File: config.mk
export PLATFORM = sky130hd
export DESIGN_NAME = gt_tx_mmcm_reset_ctrl
export DESIGN_NICKNAME = d
export VERILOG_FILES = /design/src/rtl/gt_tx_mmcm_reset_ctrl.sv
export SDC_FILE = /design/constraint.sdc
export NUM_CORES = 1
export LEC_CHECK = 0
export BUFFER_PORTS_ARGS = -buffer_cell sky130_fd_sc_hd__buf_2
export CORE_MARGIN = 8
export CORE_UTILIZATION = 45
export DETAILED_ROUTE_END_ITERATION = 16
export PLACE_DENSITY_LB_ADDON = 0.3
export SYNTH_ARGS = -nofsm -noshare
export SYNTH_HDL_FRONTEND = slang
export SYNTH_SLANG_ARGS = --single-unit
File: constraint.sdc
create_clock -name clk_i -period 2.66 [get_ports clk_i]
set_clock_uncertainty 0.15 [all_clocks]
set_input_delay 0.266 -clock clk_i [delete_from_list [all_inputs] [get_ports clk_i]]
set_output_delay 0.266 -clock clk_i [all_outputs]
set_load 0.02 [all_outputs]
File: src/rtl/gt_tx_mmcm_reset_ctrl.sv
// Reset/lock sequencer for the GT TX user-clock MMCM. Holds the MMCM in reset until the TX path
// asks for clocks, then qualifies lock with a timeout, a settle window and bounded retries.
module gt_tx_mmcm_reset_ctrl #(
  parameter int RESET_CYCLES        = 16,
  parameter int LOCK_TIMEOUT_CYCLES = 1024,
  parameter int SETTLE_CYCLES       = 64,
  parameter int MAX_RETRIES         = 3
) (
  input  logic       clk_i,
  input  logic       rst_i,
  input  logic       start_i,
  input  logic       mmcm_locked_i,
  output logic       mmcm_reset_o,
  output logic       usr_clk_ready_o,
  output logic       lock_lost_o,
  output logic       fail_o,
  output logic [3:0] retry_cnt_o
);

  typedef enum logic [2:0] {
    ST_IDLE,
    ST_RESET,
    ST_WAIT_LOCK,
    ST_SETTLE,
    ST_READY,
    ST_FAIL
  } state_t;

  localparam logic [15:0] RESET_LOAD   = 16'(RESET_CYCLES - 1);
  localparam logic [15:0] TIMEOUT_LOAD = 16'(LOCK_TIMEOUT_CYCLES - 1);
  localparam logic [15:0] SETTLE_LOAD  = 16'(SETTLE_CYCLES - 1);
  localparam logic [3:0]  RETRY_MAX    = 4'(MAX_RETRIES);

  state_t      state_q, state_d;
  logic [15:0] cnt_q, cnt_d;
  logic [3:0]  retry_q, retry_d;
  logic        lost_d;
  logic        attempt_failed;
  logic        sync_meta_q, s_locked;

  // Valid/ready-free block: start_i is a level/pulse request honoured only in IDLE and FAIL;
  // every output is a registered decode of the next state so it moves on the same edge as the FSM.
  always_comb begin
    state_d        = state_q;
    cnt_d          = (cnt_q != 16'd0) ? cnt_q - 16'd1 : cnt_q;
    retry_d        = retry_q;
    lost_d         = 1'b0;
    attempt_failed = 1'b0;

    case (state_q)
      ST_IDLE: begin
        if (start_i) begin
          state_d = ST_RESET;
          cnt_d   = RESET_LOAD;
          retry_d = 4'd0;
        end
      end
      ST_RESET: begin
        if (cnt_q == 16'd0) begin
          state_d = ST_WAIT_LOCK;
          cnt_d   = TIMEOUT_LOAD;
        end
      end
      ST_WAIT_LOCK: begin
        // A lock seen on the timeout cycle still counts as a lock.
        if (s_locked) begin
          state_d = ST_SETTLE;
          cnt_d   = SETTLE_LOAD;
        end else if (cnt_q == 16'd0) begin
          attempt_failed = 1'b1;
        end
      end
      ST_SETTLE: begin
        if (!s_locked) begin
          attempt_failed = 1'b1;
        end else if (cnt_q == 16'd0) begin
          state_d = ST_READY;
          retry_d = 4'd0;
        end
      end
      ST_READY: begin
        // Lock loss starts a fresh sequence rather than consuming a retry.
        if (!s_locked) begin
          state_d = ST_RESET;
          cnt_d   = RESET_LOAD;
          lost_d  = 1'b1;
        end
      end
      ST_FAIL: begin
        if (start_i) begin
          state_d = ST_RESET;
          cnt_d   = RESET_LOAD;
          retry_d = 4'd0;
        end
      end
      default: state_d = ST_IDLE;
    endcase

    if (attempt_failed) begin
      if (retry_q < RETRY_MAX) begin
        retry_d = retry_q + 4'd1;
        state_d = ST_RESET;
        cnt_d   = RESET_LOAD;
      end else begin
        state_d = ST_FAIL;
      end
    end
  end

  always_ff @(posedge clk_i) begin
    if (rst_i) begin
      state_q         <= ST_IDLE;
      cnt_q           <= 16'd0;
      retry_q         <= 4'd0;
      sync_meta_q     <= 1'b0;
      s_locked        <= 1'b0;
      mmcm_reset_o    <= 1'b1;
      usr_clk_ready_o <= 1'b0;
      lock_lost_o     <= 1'b0;
      fail_o          <= 1'b0;
    end else begin
      state_q         <= state_d;
      cnt_q           <= cnt_d;
      retry_q         <= retry_d;
      sync_meta_q     <= mmcm_locked_i;
      s_locked        <= sync_meta_q;
      mmcm_reset_o    <= (state_d == ST_IDLE) || (state_d == ST_RESET) || (state_d == ST_FAIL);
      usr_clk_ready_o <= (state_d == ST_READY);
      lock_lost_o     <= lost_d;
      fail_o          <= (state_d == ST_FAIL);
    end
  end

  assign retry_cnt_o = retry_q;

endmodule

==> results of run 1 <==
cell type report:
cell class	count	area [µm²]	area share (%)
Multi-Input combinational cell	135	940.9	53.95
Sequential cell	29	580.6	33.29
Timing Repair Buffer	14	80.08	4.591
Tap cell	46	57.56	3.300
Clock buffer	6	41.29	2.367
Inverter	9	33.78	1.937
Clock inverter	2	10.01	0.5739
what timing repair did:
item                      in CTS  in global routing
buffers inserted               0                  0
hold buffers                   1                  0
resized for setup              0                  0
hold endpoints to repair       1                  0
final timing paths:
kind	startpoint	endpoint	slack, ns	cells past startpoint
min	rst_i	state_q[0]	0.13	2
min reg2reg	sync_meta_q	s_locked	0.30	1
max reg2reg	cnt_q[0]	cnt_q[7]	0.27	7
max	cnt_q[0]	cnt_q[7]	0.27	7
logic make-up after synthesis:
| logic type | share of synthesized area (%) |
|---|---|
| simple gates | 32.92 |
| compound gates | 16.61 |
| flops | 36.36 |
| buf+inv | 4.702 |
| xor+xnor | 4.938 |
| fa+ha+maj | 3.135 |
| mux | 1.332 |
power groups by stage:
stage	combinational (mW)	clock (mW)	sequential (mW)
final	1.19	0.261	0.745
after global routing	1.32	0.286	0.765
after CTS	1.19	0.267	0.739
after detailed placement	1.18	0	0.747
after global placement	1.13	0	0.734
after floorplan	0.977	0	0.691
synthesized netlist by cell type (all sizes together), types with 3 or more instances:
master and instances:
and2 4, ha 4, a31oi 5, nand2b 3
nand4 5, nor4 7, inv 9, buf 3
or4 4, nor2 19, a21oi 12, nand3 4
clkbuf 7, o21ai 5, nor3 13, dfxtp 29
a211oi 4, nand3b 4, nor2b 5, xor2 8
nand2 5
critical path, stage by stage, from the launching register on:
cell       delay [ns]
dfxtp_1          0.36
inv_1            0.09
ha_1             0.15
nor4b_4          0.26
nand4_4          0.19
a2111oi_4        0.56
or4_1            0.40
a211oi_1         0.09
metal layers:
metal  GRT usage [%]  share of wire (%)  vias up  routed length, µm
met5               0                  0        -                  0
met4           7.676                2.0        0                 72
met3           5.132                4.4        6                161
met2           22.24                 48       33               1761
met1           16.33                 46      662               1688
li1                -                  -      685                  -
cells in the final DEF (no fill, tap or decap), types with 3 or more instances in the layout:
| cell type | instances |
|---|---|
| a211oi_1 | 4 |
| a21oi_1 | 11 |
| a31oi_1 | 5 |
| and2_1 | 3 |
| buf_2 | 11 |
| clkbuf_4 | 5 |
| dfxtp_1 | 29 |
| ha_1 | 4 |
| inv_1 | 9 |
| nand2_1 | 5 |
| nand2b_1 | 3 |
| nand3_1 | 4 |
| nand3b_1 | 4 |
| nand4_1 | 4 |
| nor2_1 | 19 |
| nor2b_1 | 5 |
| nor3_1 | 11 |
| nor4_1 | 4 |
| o21ai_0 | 5 |
| or4_1 | 4 |
| xor2_1 | 8 |
stage by stage:
step	instance area, µm²	hold slack, ns
3_3_place_gp	1683	0.2666
5_1_grt	1744	0.1249
2_1_floorplan	1597	0.1920
6_report	1744	0.1340
4_1_cts	1744	0.1200
3_5_place_dp	1683	0.2873
flip-flops by register name (all words and copies together) (netlist names):
name             count
state_q              3
usr_clk_ready_o      1
fail_o               1
sync_meta_q          1
retry_cnt_o          4
cnt_q               16
s_locked             1
lock_lost_o          1
mmcm_reset_o         1
==> flow_metrics.env, run 1 <==
export IMPL_status="finished clean"
export IMPL_finalMaxSlewViolations=0
export IMPL_finalPower_mw=2.201
export IMPL_synth_edf_count=0
export IMPL_die_h_um=75.57
export IMPL_p_clk_share_pct=11.9
export IMPL_yosysSeqAreaShare_pct=36.36
export IMPL_grt_pass1_wl_um=6009
export IMPL_hp_class="in2reg"
export IMPL_dp_final_hpwl_um=2684
export IMPL_slew_limit_headroom_pct=38.46
export IMPL_row_count=21
export IMPL_worstSkewPairLatency_ns=0.34
export IMPL_gr_total_overflow=0
export IMPL_ir_worst_vdd_mv=0.3887
export IMPL_arrival_ns=2.45
export IMPL_grt_antenna_before_repair=0
export IMPL_clock_sinks=29
export IMPL_grt_use_total_pct=14.15
export IMPL_grt_pass1_vias=1348
export IMPL_core_area_um2=3363
export IMPL_syn_nets=191
export IMPL_wirelength_um=3684
export IMPL_yosysUniqueCellTypes=47
export IMPL_syn_area_um2=1597
export IMPL_finalSetupViolCount=0
export IMPL_route_detailed_drc=0
export IMPL_clockBufferDepth=2
export IMPL_syn_inst=183
export IMPL_p_sw_share_pct=47.92
export IMPL_n_antenna_cell=0
export IMPL_ctsRootBufferMaster="clkbuf_4"
export IMPL_synth_top_area_cell="dfxtp_1"
export IMPL_clk_pin_slew_ns=0.09
export IMPL_finalHoldViolCount=0
export IMPL_cts_inserted_buffers=5
export IMPL_first_iter_violations=84
export IMPL_cts_tree="built"
export IMPL_ys_ff_latch=29
export IMPL_rsz0062_at_grt="false"
export IMPL_synth_area_per_cell_um2=8.724
export IMPL_drive_above_1_share_pct=16.92
export IMPL_dr_pass1_iters=4
export IMPL_finalSetupTns_ns=0
export IMPL_place_congestion=0.8507
export IMPL_nets=202
export IMPL_die_x_um=75.57
export IMPL_max_cap_violations=0
export IMPL_start_kind="flop"
export IMPL_switchingPower_mw=1.055
export IMPL_period_share_pct=89.69
export IMPL_vias_per_cell=5.751
export IMPL_ant_nets=0
export IMPL_power_density_nw_per_um2=1262
export IMPL_cp_required_ns=2.72
export IMPL_htree_levels=2
export IMPL_finalCriticalPeriod_ns=2.386
export IMPL_dieArea_um2=5710
export IMPL_area_delta_synth_final_pct=9.247
export IMPL_synth_async_reset_ratio_pct=0
export IMPL_pwr_share_comb_pct=54.3
export IMPL_yosysTopAreaCellShare_pct=36.36
export IMPL_cellLeakagePower_nw=0.6660
export IMPL_fmax_mhz=419.2
export IMPL_io_pins=12
export IMPL_initial_utilization_pct=47.47
export IMPL_grt_max_degree=17
export IMPL_final_util_pct=51.86
export IMPL_crit_type="reg2reg"
export IMPL_dp_cells=232
export IMPL_via_count=1386
export IMPL_yosys_top_cells_area="dfxtp_1 36%, nor2_1 4.5%, xor2_1 4.4%, a21oi_1 3.4%, nor3_1 3.4%"
export IMPL_yosysWarnings=0
export IMPL_wire_per_inst_um=15.29
export IMPL_end_kind="flop"
export IMPL_synth_ff_type="dfxtp_1"
export IMPL_pre_cts_ws_ns=0.2918
export IMPL_pwr_share_seq_pct=33.9
export IMPL_stdcell_count=241
export IMPL_worstPathMaxFanout=9
export IMPL_finalWorstSetupSlack_ns=0.2744
export IMPL_worst_pin_slew_ns=0.9146
export IMPL_p_int_mw=1.146
export IMPL_port_buffers=11
export IMPL_n_fill_cell=340
Power figures use the tool's default switching activity.
==> run 2, diff against run 1 <==
--- a/config.mk
+++ b/config.mk
@@ -6,7 +6,6 @@
 export NUM_CORES = 1
 export LEC_CHECK = 0
 export BUFFER_PORTS_ARGS = -buffer_cell sky130_fd_sc_hd__buf_2
-export CORE_MARGIN = 8
 export CORE_UTILIZATION = 45
 export DETAILED_ROUTE_END_ITERATION = 16
 export PLACE_DENSITY_LB_ADDON = 0.3
==> run 2 against run 1 <==
Non-clock buffer count up 1; critical path type unchanged; maximum frequency down 1.1%; core utilization increased by 0.26 points; die area shrank 34%; wire length is 6.0% lower; clock power is 3% higher; sequential power about the same.
==> flow_metrics.env, run 2 (synthesis gave the netlist of run 1 again) <==
export IMPL_max_cap_violations=0
export IMPL_ir_worst_vdd_mv=0.3654
export IMPL_dp_final_hpwl_um=2478
export IMPL_finalCriticalPeriod_ns=2.412
export IMPL_row_count=21
export IMPL_grt_max_degree=16
export IMPL_wirelength_um=3463
export IMPL_initial_utilization_pct=47.47
export IMPL_r2r_start="cnt_q[0]"
export IMPL_port_buffers=11
export IMPL_io_pins=12
export IMPL_ant_nets=0
export IMPL_rsz0062_at_grt="false"
export IMPL_worstSkewPairLatency_ns=0.32
export IMPL_worstHoldPathCells=2
export IMPL_finalWorstSetupSlack_ns=0.2476
export IMPL_power_density_nw_per_um2=1257
export IMPL_placed_cell_area_um2=1698
export IMPL_drive_above_1_share_pct=17.44
export IMPL_n_antenna_cell=0
export IMPL_nets=203
export IMPL_cellLeakagePower_nw=0.6718
export IMPL_grt_pass1_wl_um=5651
export IMPL_pre_cts_ws_ns=0.2760
export IMPL_slew_limit_headroom_pct=56.03
export IMPL_status="finished clean"
export IMPL_hp_start="mmcm_locked_i"
export IMPL_start_kind="flop"
export IMPL_final_common_cell="dfxtp_1"
export IMPL_crit_type="reg2reg"
export IMPL_finalSetupTns_ns=0
export IMPL_grt_use_total_pct=20.32
export IMPL_first_iter_violations=120
export IMPL_period_share_pct=90.69
export IMPL_min_to="sync_meta_q"
export IMPL_cts_resized_gates=0
export IMPL_cp_required_ns=2.71
export IMPL_clock_sinks=29
export IMPL_core_area_um2=3363
export IMPL_clk_pin_slew_ns=0.09
export IMPL_clockBufferDepth=2
export IMPL_largest_reg_flops=16
export IMPL_route_detailed_drc=0
export IMPL_cts_setup_buffers=0
export IMPL_worst_pin_slew_ns=0.6555
export IMPL_hp_class="in2reg"
export IMPL_via_count=1396
export IMPL_area_delta_synth_final_pct=9.796
export IMPL_grt_pass1_vias=1219
export IMPL_finalMaxSlewViolations=0
export IMPL_htree_levels=2
export IMPL_die_x_um=61.57
export IMPL_finalSetupViolCount=0
export IMPL_arrival_ns=2.46
export IMPL_ctsRootBufferMaster="clkbuf_4"
export IMPL_final_cell_mix="29 x dfxtp_1, 19 x nor2_1, 11 x a21oi_1, 11 x nor3_1, 11 x buf_2"
export IMPL_cts_tree="built"
export IMPL_ctsHoldBuffers=0
export IMPL_wire_per_inst_um=14.37
export IMPL_end_kind="flop"
export IMPL_worstRegToRegCells=7
export IMPL_fmax_mhz=414.5
export IMPL_place_congestion=0.8330
export IMPL_vias_per_cell=5.793
export IMPL_cts_inserted_buffers=5
export IMPL_dieArea_um2=3790
export IMPL_grt_antenna_before_repair=0
export IMPL_finalHoldViolCount=0
export IMPL_dr_pass1_iters=4
export IMPL_final_cell_area_um2=1753
export IMPL_worstPathMaxFanout=9
export IMPL_gr_total_overflow=0
export IMPL_r2r_end="cnt_q[15]"
export IMPL_r2r_slack_ns=0.25
export IMPL_top_register="cnt_q"
export IMPL_die_h_um=61.57
==> run 2: cell types whose count changed in the layout (fill, tap and decap cells not counted) <==
cell,change
dlygate4sd3_1,-1
clkbuf_8,+1
buf_4,+2
clkinv_2,-2
==> run 2: area by class of cell <==
type	instances	area, µm²
multi-input cells	135	940.9
inverters	9	33.78
clock buffers	7	55.05
well taps	46	57.56
fillers	335	1610
flip-flops and latches	29	580.6
repair buffers	15	85.08
==> run 2: power breakdown <==
group	switching (mW)	internal [mW]	leakage, nW
clock network	0.144	0.125	0.0314
logic	0.691	0.499	0.404
registers	0.190	0.555	0.237
==> run 2: per-layer routing <==
layer | wire length, µm | up-vias | share of wire, % | global-route usage (%)
met5 | 0 | - | 0 | 0
met4 | 10 | 0 | 0.29 | 6.667
met3 | 198 | 2 | 5.7 | 4.412
met2 | 1619 | 38 | 47 | 32.10
met1 | 1634 | 665 | 47 | 27.58
li1 | - | 691 | - | -
==> run 2: critical path, cell delays in order (launching register included) <==
cell	delay [ns]
dfxtp_1	0.35
inv_1	0.09
ha_1	0.15
nor4b_4	0.26
nand4_4	0.20
a2111oi_4	0.58
or4_1	0.40
nor3_1	0.11
==> run 2: worst max-delay path by stage <==
stage	startpoint	to	slack, ns	cells after the start
2_1_floorplan	cnt_q[0]	cnt_q[10]	0.53	8
6_report	cnt_q[0]	cnt_q[15]	0.25	7
3_5_place_dp	cnt_q[0]	cnt_q[11]	0.28	7
3_3_place_gp	cnt_q[0]	cnt_q[2]	0.39	9
5_1_grt	cnt_q[0]	cnt_q[15]	0.08	7
4_1_cts	cnt_q[0]	cnt_q[15]	0.24	7
==> run 2: metrics by stage <==
step                hold WS (ns)  util [%]  total power [mW]  cells
CTS                     0.001559     52.12             2.206    241
global route             0.01719     52.12             2.380    241
floorplan                 0.1920         -             1.668    183
global placement          0.2665     50.48             1.877    234
finish                   0.01622     52.12             2.203    241
detailed placement        0.2885     50.48             1.920    234
==> run 3, diff against run 2 <==
--- a/config.mk
+++ b/config.mk
@@ -7,7 +7,9 @@
 export LEC_CHECK = 0
 export BUFFER_PORTS_ARGS = -buffer_cell sky130_fd_sc_hd__buf_2
 export CORE_UTILIZATION = 45
+export CTS_BUF_LIST = sky130_fd_sc_hd__clkbuf_8 sky130_fd_sc_hd__clkbuf_16
 export DETAILED_ROUTE_END_ITERATION = 16
+export GPL_TIMING_DRIVEN = 0
 export PLACE_DENSITY_LB_ADDON = 0.3
 export SYNTH_ARGS = -nofsm -noshare
 export SYNTH_HDL_FRONTEND = slang
==> run 3 against run 2 <==
First-iteration DRC count grew 34%; register-to-register slack lost 0.02 ns; cell count grew 2.9%; clock power grew 24%; critical endpoint is now cnt_q[11]; largest power group unchanged; highest routed layer unchanged.
==> flow_metrics.env, run 3 (synthesis gave the netlist of run 1 again) <==
export IMPL_nets=209
export IMPL_power_density_nw_per_um2=1254
export IMPL_ctsRootBufferMaster="clkbuf_8"
export IMPL_core_area_um2=3363
export IMPL_r2r_slack_ns=0.22
export IMPL_route_detailed_drc=0
export IMPL_final_common_cell="dfxtp_1"
export IMPL_wire_per_inst_um=13.42
export IMPL_max_cap_violations=0
export IMPL_cts_inserted_buffers=5
export IMPL_cp_required_ns=2.63
export IMPL_dp_final_hpwl_um=2486
export IMPL_worstRegToRegCells=8
export IMPL_period_share_pct=91.59
export IMPL_initial_utilization_pct=47.47
export IMPL_n_antenna_cell=0
export IMPL_dr_pass1_iters=4
export IMPL_cts_setup_buffers=0
export IMPL_rsz0062_at_grt="false"
export IMPL_grt_pass1_vias=1212
export IMPL_grt_antenna_before_repair=0
export IMPL_port_buffers=11
export IMPL_top_register="cnt_q"
export IMPL_cts_tree="built"
export IMPL_ir_worst_vdd_mv=0.3923
export IMPL_clockBufferDepth=2
export IMPL_start_kind="flop"
export IMPL_crit_type="reg2reg"
export IMPL_via_count=1391
export IMPL_status="finished clean"
export IMPL_dieArea_um2=3790
export IMPL_cts_resized_gates=0
export IMPL_ctsHoldBuffers=0
export IMPL_first_iter_violations=161
export IMPL_finalMaxSlewViolations=0
export IMPL_die_h_um=61.57
export IMPL_cellLeakagePower_nw=0.6931
export IMPL_clk_pin_slew_ns=0.06
export IMPL_finalPower_mw=2.249
export IMPL_largest_reg_flops=16
export IMPL_slowest_delay_ns=0.53
export IMPL_finalSetupViolCount=0
export IMPL_grt_max_degree=11
export IMPL_worstSkewPairLatency_ns=0.28
export IMPL_area_delta_synth_final_pct=12.30
export IMPL_die_x_um=61.57
export IMPL_grt_pass1_wl_um=5595
export IMPL_finalSetupTns_ns=0
export IMPL_vias_per_cell=5.609
export IMPL_slowest_stage="a2111oi_4"
export IMPL_finalHoldViolCount=0
export IMPL_r2r_end="cnt_q[11]"
export IMPL_gr_total_overflow=0
export IMPL_cp_num_cells=8
export IMPL_arrival_ns=2.41
export IMPL_crit_start="cnt_q[0]"
export IMPL_path_buf_inv=2
export IMPL_clock_sinks=29
export IMPL_end_kind="flop"
export IMPL_endpoint="cnt_q[11]"
export IMPL_fmax_mhz=410.4
export IMPL_finalCriticalPeriod_ns=2.436
export IMPL_final_cell_mix="29 x dfxtp_1, 19 x nor2_1, 14 x buf_2, 11 x a21oi_1, 11 x nor3_1"
export IMPL_worst_pin_slew_ns=0.8590
export IMPL_crit_chain="inv_1, ha_1, nor4b_4, nand4_4, a2111oi_4, or4_1, buf_2, nor3_1"
export IMPL_drive_above_1_share_pct=17.33
export IMPL_hp_class="in2reg"
export IMPL_worstPathMaxFanout=9
export IMPL_hold_ws_ns=0.04984
export IMPL_htree_levels=2
export IMPL_place_congestion=0.8369
export IMPL_stdcell_count=248
export IMPL_grt_use_total_pct=20.76
export IMPL_r2r_start="cnt_q[0]"
export IMPL_slew_limit_headroom_pct=42.20
export IMPL_io_pins=12
export IMPL_wirelength_um=3327
export IMPL_ant_nets=0
export IMPL_dp_cells=240
export IMPL_row_count=21
export IMPL_crit_family="simple AND/OR/NAND/NOR gates"
## run 3: worst min-delay path by stage
stage | slack, ns | cells after the start | start | end
final | 0.05 | 2 | mmcm_locked_i | sync_meta_q
after global routing | 0.05 | 2 | mmcm_locked_i | sync_meta_q
after detailed placement | 0.28 | 1 | sync_meta_q | s_locked
after global placement | 0.27 | 1 | sync_meta_q | s_locked
after floorplan | 0.19 | 1 | rst_i | state_q[2]
after CTS | 0.05 | 2 | mmcm_locked_i | sync_meta_q
## run 3: metal layers
metal | GRT usage [%] | vias to the layer above | wire [µm]
met2 | 30.11 | 32 | 1565
met4 | 10.79 | 0 | 34
met3 | 7.563 | 2 | 142
met5 | 0 | - | 0
met1 | 26.84 | 652 | 1584
li1 | - | 705 | -
## run 3: power by group
part / internal, mW / total [mW] / switching [mW]
Sequential: 0.556 / 0.711 / 0.155
Clock: 0.177 / 0.333 / 0.156
Combinational: 0.497 / 1.21 / 0.708
## run 3: layout make-up
type                    instances  area (µm²)
flip-flops and latches         29       580.6
clock buffers                   5       68.82
multi-input cells             135       940.9
well taps                      46       57.56
repair buffers                 11       55.05
inverters                       9       33.78
clock inverters                 3       13.76
fillers                       337        1570
plain buffers                  10       42.54
## run 3: stage by stage
| step | setup WS [ns] | util, % | area, µm² |
|---|---|---|---|
| floorplan | 0.5287 | - | 1597 |
| global placement | 0.2010 | 50.82 | 1709 |
| detailed placement | 0.1870 | 50.82 | 1709 |
| CTS | 0.1649 | 53.27 | 1792 |
| global route | 0.03079 | 53.31 | 1793 |
| finish | 0.2236 | 53.31 | 1793 |
